==> src/rtl/param_core.sv <==
// param_core: parametrised multi-cycle processor core with a shared req/ack memory port
module param_core #(
  parameter int DATA_W = 24,
  parameter int ADDR_W = 24,
  parameter int NUM_REGS = 32,
  parameter int JUMP_SHIFT = 4,
  parameter logic [ADDR_W-1:0] RESET_PC = '0
) (
  input  logic              clk,
  input  logic              rst_n,
  output logic              mem_req,
  output logic              mem_we,
  output logic [ADDR_W-1:0] mem_addr,
  output logic [DATA_W-1:0] mem_wdata,
  input  logic [DATA_W-1:0] mem_rdata,
  input  logic              mem_ack,
  output logic              halted,
  output logic              retire
);
  localparam logic [2:0] S_FETCH = 3'd0, S_DECODE = 3'd1, S_EXEC = 3'd2, S_MEM = 3'd3, S_HALT = 3'd4;
  localparam logic [4:0] OP_ADD = 5'd0, OP_SUB = 5'd1, OP_ADDI = 5'd2, OP_SHLLI = 5'd3, OP_SHRLI = 5'd4,
                         OP_JUMP = 5'd5, OP_JUMPLI = 5'd6, OP_JUMPL = 5'd7, OP_JUMPG = 5'd8, OP_JUMPE = 5'd9,
                         OP_JUMPNE = 5'd10, OP_CMP = 5'd11, OP_RET = 5'd12, OP_LOAD = 5'd13, OP_LOADI = 5'd14,
                         OP_STORE = 5'd15, OP_MOV = 5'd16;
  localparam int TW = 11 + JUMP_SHIFT;
  localparam int MSB = DATA_W - 1;
  logic [2:0]        r_state;
  logic [15:0]       r_ir;
  logic [ADDR_W-1:0] r_pc, r_reta, r_addr;
  logic [DATA_W-1:0] r_wdata;
  logic              r_req, r_we, r_sf, r_zf, r_of;
  logic [DATA_W-1:0] r_rf [32];
  logic [4:0]        w_op, w_rd, w_rs;
  logic [DATA_W-1:0] w_a, w_b, w_imm, w_d, w_res;
  logic [TW-1:0]     w_tgt_full;
  logic [ADDR_W-1:0] w_tgt, w_npc;
  logic              w_wr, w_take, w_ack;
  assign w_op = r_ir[15:11];
  assign w_rd = 5'({1'b0, r_ir[4:0]} % 6'(NUM_REGS));
  assign w_rs = 5'({1'b0, r_ir[9:5]} % 6'(NUM_REGS));
  assign w_a = r_rf[w_rd];
  assign w_b = r_rf[w_rs];
  assign w_imm = DATA_W'(r_ir[10:5]);
  assign w_d = w_a - w_b;
  assign w_tgt_full = TW'(r_ir[10:0]) << JUMP_SHIFT;
  assign w_tgt = ADDR_W'(w_tgt_full);
  assign w_ack = r_req & mem_ack;
  assign mem_req = r_req;
  assign mem_we = r_we;
  assign mem_addr = r_addr;
  assign mem_wdata = r_wdata;
  assign halted = r_state == S_HALT;
  assign retire = (r_state == S_EXEC) | ((r_state == S_MEM) & w_ack);
  // ALU result, write enable, branch decision and next PC for the EXECUTE step
  always_comb begin
    w_res = w_op == OP_ADD ? w_a + w_b :
            w_op == OP_SUB ? w_d :
            w_op == OP_ADDI ? w_a + w_imm :
            w_op == OP_SHLLI ? w_a << w_imm :
            w_op == OP_SHRLI ? w_a >> w_imm :
            w_op == OP_LOADI ? w_imm : w_b;
    w_wr = w_op inside {OP_ADD, OP_SUB, OP_ADDI, OP_SHLLI, OP_SHRLI, OP_LOADI, OP_MOV};
    w_take = (w_op == OP_JUMP) | (w_op == OP_JUMPLI) |
             ((w_op == OP_JUMPL) & (r_sf ^ r_of)) |
             ((w_op == OP_JUMPG) & ~(r_sf ^ r_of) & ~r_zf) |
             ((w_op == OP_JUMPE) & r_zf) |
             ((w_op == OP_JUMPNE) & ~r_zf);
    w_npc = w_take ? w_tgt : w_op == OP_RET ? r_reta : r_pc;
  end
  // FSM: a request is raised one cycle after entering FETCH/MEM unless already held over
  always_ff @(posedge clk or negedge rst_n) begin
    if (!rst_n) begin
      r_state <= S_FETCH;
      r_ir <= '0;
      r_pc <= RESET_PC;
      r_reta <= '0;
      r_addr <= '0;
      r_wdata <= '0;
      r_req <= 1'b0;
      r_we <= 1'b0;
      r_sf <= 1'b0;
      r_zf <= 1'b0;
      r_of <= 1'b0;
      for (int i = 0; i < 32; i++) r_rf[i] <= '0;
    end else begin
      case (r_state)
        S_FETCH:
          if (!r_req) begin
            r_req <= 1'b1;
            r_addr <= r_pc;
          end else if (mem_ack) begin
            r_ir <= mem_rdata[15:0];
            r_pc <= r_pc + ADDR_W'(1);
            r_req <= 1'b0;
            r_state <= S_DECODE;
          end
        S_DECODE:
          r_state <= (w_op == OP_LOAD || w_op == OP_STORE) ? S_MEM : (w_op > OP_MOV) ? S_HALT : S_EXEC;
        S_EXEC: begin
          if (w_wr) r_rf[w_rd] <= w_res;
          if (w_op == OP_CMP) begin
            r_sf <= w_d[MSB];
            r_zf <= w_d == '0;
            r_of <= (w_a[MSB] != w_b[MSB]) & (w_d[MSB] != w_a[MSB]);
          end
          if (w_op == OP_JUMPLI) r_reta <= r_pc;
          r_pc <= w_npc;
          r_addr <= w_npc;
          r_req <= 1'b1;
          r_state <= S_FETCH;
        end
        S_MEM:
          if (!r_req) begin
            r_req <= 1'b1;
            r_we <= w_op == OP_STORE;
            r_addr <= ADDR_W'(w_op == OP_STORE ? w_a : w_b);
            r_wdata <= w_b;
          end else if (mem_ack) begin
            if (!r_we) r_rf[w_rd] <= mem_rdata;
            r_we <= 1'b0;
            r_addr <= r_pc;
            r_state <= S_FETCH;
          end
        default: ;
      endcase
    end
  end
endmodule

==> config.mk <==
export PLATFORM = sky130hd
export DESIGN_NAME = param_core
export DESIGN_NICKNAME = d
export VERILOG_FILES = /design/src/rtl/param_core.sv
export SDC_FILE = /design/constraint.sdc
export NUM_CORES = 2
export LEC_CHECK = 0
export CAP_MARGIN = 20
export CORE_UTILIZATION = 50
export CTS_BUF_LIST = sky130_fd_sc_hd__clkbuf_4 sky130_fd_sc_hd__clkbuf_8
export DETAILED_ROUTE_END_ITERATION = 7
export PLACE_DENSITY = 0.66
export SYNTH_ARGS = -nofsm -noshare
export SYNTH_HDL_FRONTEND = slang
export SYNTH_SLANG_ARGS = --single-unit
==> constraint.sdc <==
create_clock -name clk -period 7.61 [get_ports clk]
set_input_delay 1.1415 -clock clk [delete_from_list [all_inputs] [get_ports clk]]
set_output_delay 1.1415 -clock clk [all_outputs]
set_load 0.005 [all_outputs]
==> results.md <==
Clock network:
- The count of hold-fix buffers inserted at cts is 0.
- Counting the buffers created by CTS gives 154.
- The clock transition at the register clock pins on the worst setup and hold paths after CTS is 0.06 ns.
- The insertion delay to the later sink of the worst-skew pair is 0.88 ns.
- The H-tree depth is 4.
- The clock sink total is 888.
- TritonCTS built the clock tree.
- The buffers inserted during post-CTS setup optimization is 0.
- The count of instances resized after the clock tree is built is 0.
- The cell at the root of the clock tree is clkbuf_8.
- In this run the deepest clock path goes through 3 buffers.

Route:
- The antenna violation net count after detailed routing is 0.
- The via density per instance is 6.79.
- In the routed design, unresolved DRC markers number 0.
- The starting DRC count in detailed routing is 6080.
- The total iterations of the first detailed-routing run is 6.
- The routed layout has 45338 vias.
- The wire length reported by the detailed router is 205000 um.
- The wire length per cell is 30.8 um.

Timing:
- Setup repair after global routing left no endpoint under its margin.
- The number of hold-slack violations in the final timing report is 0.
- The tightest hold path in the finished design has a slack of 0.341 ns.
- Setup violations remaining at the end of the flow were counted as 0.
- The portion of the clock cycle consumed by the worst path in the final layout is 0.976.
- The headroom to the max-slew limit is 0.208.
- The clock period minus final worst setup slack is 7.43 ns.
- The actual transition at the worst max-transition pin is 1.19 ns.
- For the final database, setup skew stands at 0.0573 ns.
- The number of pins exceeding their max-slew limit in the final report came to 0.
- The final sum of negative setup slack is 0 ns.
- The maximum clock rate is 0.135 GHz.

Synthesis:
- The post-synthesis cell type with the largest combined area is dfrtp_1.
- The mean post-synth cell area is 10.2 um^2.
- When the netlist entered floorplanning its net count stood at 5241.
- In the post-synthesis netlist, the biggest area contributors are dfrtp_1 (42%), mux4_2 (11%), mux2i_1 (8.6%).
- Yosys printed 0 warnings.
- The total of flip-flops plus latches after synthesis is 888.
- The predominant post-synthesis flop cell is dfrtp_1.
- For this run, the register share of the synthesized area comes to 0.421.
- The number of distinct library cells after synthesis is 89.
- The fraction of synthesized cell area taken by the top area cell type is 0.421.
- Counting flops with a built-in enable in the synthesized netlist gives 0.
- The async set or reset register ratio after synthesis is 1.00.
- In this run the cell area of the synthesized design comes to 52800 um^2.
- After technology mapping, the gate count stands at 5157.

GRT:
- Across every metal layer, demand over resource in global routing totals 0.383.
- The number of global-route vias before repair is 43443.
- The number of antenna violations at the first check in global routing is 5.
- Entering global routing, the biggest net connects 123 pins.
- The first-pass GRT wire length is 300000 um.
- Global routing finished with a remaining overflow of 0.

Setup path:
- The worst setup path is of the reg -> reg kind.
- The slowest stage of the critical path belongs to the cell dfrtp_1.
- The delay of the slowest critical-path stage is 0.82 ns.
- The cell that appears most often on the critical path is buf_4.
- For the worst setup path, the data arrival time is 8.17 ns.
- The launching element type of the critical path is a flip-flop.
- The worst setup path is captured at a flip-flop.
- The signal on the critical path passes through nand4bb_2 > buf_4 > o22ai_1 > nor4_2 > nand2_1 > ha_1 > a21oi_1 > o21ai_0 > o211a_1 > o2111ai_1 > nor4_1 > buf_4 > mux2i_1 > o211ai_1 > a22oi_1 > mux2i_2 > buf_4 > o21ai_0.
- The critical path buffer and inverter count is 3.
- The critical path's top delay family is simple AND/OR/NAND/NOR gates.
- The required time reported for the critical path endpoint is 8.35 ns.
- Of all nets on the critical path, the largest fanout is 32.

Finish:
- Compared with the post-synthesis result, the final layout area differs by 11.4%.
- The top cell types in the final layout, fill and taps aside, are dfrtp_1 (883), nand2_1 (658), o21ai_0 (506).
- Of the cells placed in the final design, the portion with a size suffix greater than 1 is 0.212.
- At the end of the flow, the number of nets in the layout was 5258.
- The leading cell type in the layout, fill and taps excluded is dfrtp_1.
- The final standard cell utilization of the core is 0.565.

Placed design:
- The sum of net half-perimeters after detailed placement is 134000 um.
- In this run the tool buffered the top-level ports with 78 buffer cells.
- The congestion estimate from routability-driven global placement came to 1.02.

Die:
- The die covers 107000 um^2.
- The number of rows in the core area is 118.
- The effective utilization at floorplan is 0.507.
- From bottom edge to top edge, the die measures 327 um.
- The boundary pin count is 79.
- The die width is 327 um.
- The total area inside the core boundary comes to 104000 um^2.

Outcome:
- The run finished with clean final reports.

Worst hold path:
- The worst hold path class is in -> async.

Run:
- The max-capacitance violation count is 0.

Pwr:
- Power spread over the standard cell area amounts to 355 nW/um^2.
- The maximum vdd drop is 256 uV.
- For this design the static power due to leakage is 25.1 nW.
kinds of logic (layout without fill, tap and decap cells):
kind of cell	Yosys count	in the layout	synth area share
adder cells (fa/ha/maj)	57	57	0.0139
XOR/XNOR	53	53	0.00880
other	0	5	0
flip-flops	888	888	0.421
buffers and inverters	519	652	0.0452
AO/OA/AOI/OAI	1343	1343	0.149
multiplexers	961	961	0.253
AND/OR/NAND/NOR	1336	1336	0.109
metrics by stage:
stage	setup slack [ns]	std cells	total power, mW	area [um^2]
finish	0.182	6675	20.9	58800
floorplan	1.66	5157	12.4	52800
detailed placement	0.589	6398	15.9	55500
global placement	0.718	6398	15.8	55500
global route	0.133	6672	21.5	58800
CTS	0.545	6670	20.6	58800
routing by layer:
layer / GRT usage / share of wire / wire length, um
met5: 0 / 0.000063 / 13
met4: 0.220 / 0.067 / 13700
met3: 0.107 / 0.12 / 23800
met2: 0.561 / 0.43 / 88600
met1: 0.511 / 0.39 / 79200
sequential cells by signal, indices dropped and copies added, names as in the netlist, 3 cells and up:
signal     cells
mem_addr      24
mem_wdata     24
r_ir          16
r_pc          24
r_reta        24
r_rf         768
r_state        3
power by group:
part           internal (mW)  leakage, nW  switching [mW]  total, mW
registers               5.29         12.3           0.841       6.14
logic                   3.56         11.1            6.45       10.0
clock network           2.62         1.75            2.09       4.71
layout make-up:
cell class / instances / area, um^2
inverters: 59 / 224
repair buffers: 321 / 2820
fillers: 9023 / 45300
clock inverters: 26 / 256
clock buffers: 246 / 3020
flip-flops and latches: 888 / 22200
diodes: 5 / 12.5
multi-input cells: 3750 / 28500
well taps: 1380 / 1730
worst register-to-register path, delay by kind of cell (launching register included):
family,cells,cell delay (ns)
and+or+nand+nor,4,2.20
DFF,1,0.82
AOI/OAI and AO/OA,8,2.08
buffers and inverters,3,1.08
muxes,2,0.69
adders and majority gates,1,0.45
synth_stat cells (13+ instances only):
cell / n
buf_1: 25
o211ai_1: 15
o22a_1: 13
o21ai_0: 506
nor2_1: 403
buf_2: 119
nand2b_1: 16
clkbuf_1: 259
ha_1: 54
a211oi_1: 26
o22ai_1: 207
buf_4: 14
and3_1: 14
buf_6: 29
a31oi_1: 32
nor4_1: 61
clkbuf_2: 14
nand4_1: 13
o21bai_1: 13
nor3_1: 39
nand3_1: 49
nand2_1: 658
xnor2_1: 42
a221oi_1: 25
nor2b_1: 15
a21oi_1: 331
inv_1: 56
dfrtp_1: 888
o21ai_1: 28
mux4_2: 267
mux2_2: 212
mux2_4: 27
mux2i_1: 454
final timing paths:
kind	startpoint	end	slack, ns	cells after the start
setup / recovery	r_ir[2]	r_rf[571]	0.18	18
hold / removal	rst_n	r_rf[4]	0.34	1
setup reg to reg	r_ir[2]	r_rf[571]	0.18	18
hold reg to reg	mem_addr[17]	mem_addr[17]	0.47	2
max in group asynchronous	rst_n	r_rf[453]	5.50	3
min in group clk	mem_addr[17]	mem_addr[17]	0.47	2
Note: power is estimated with default switching activity, not from simulation.
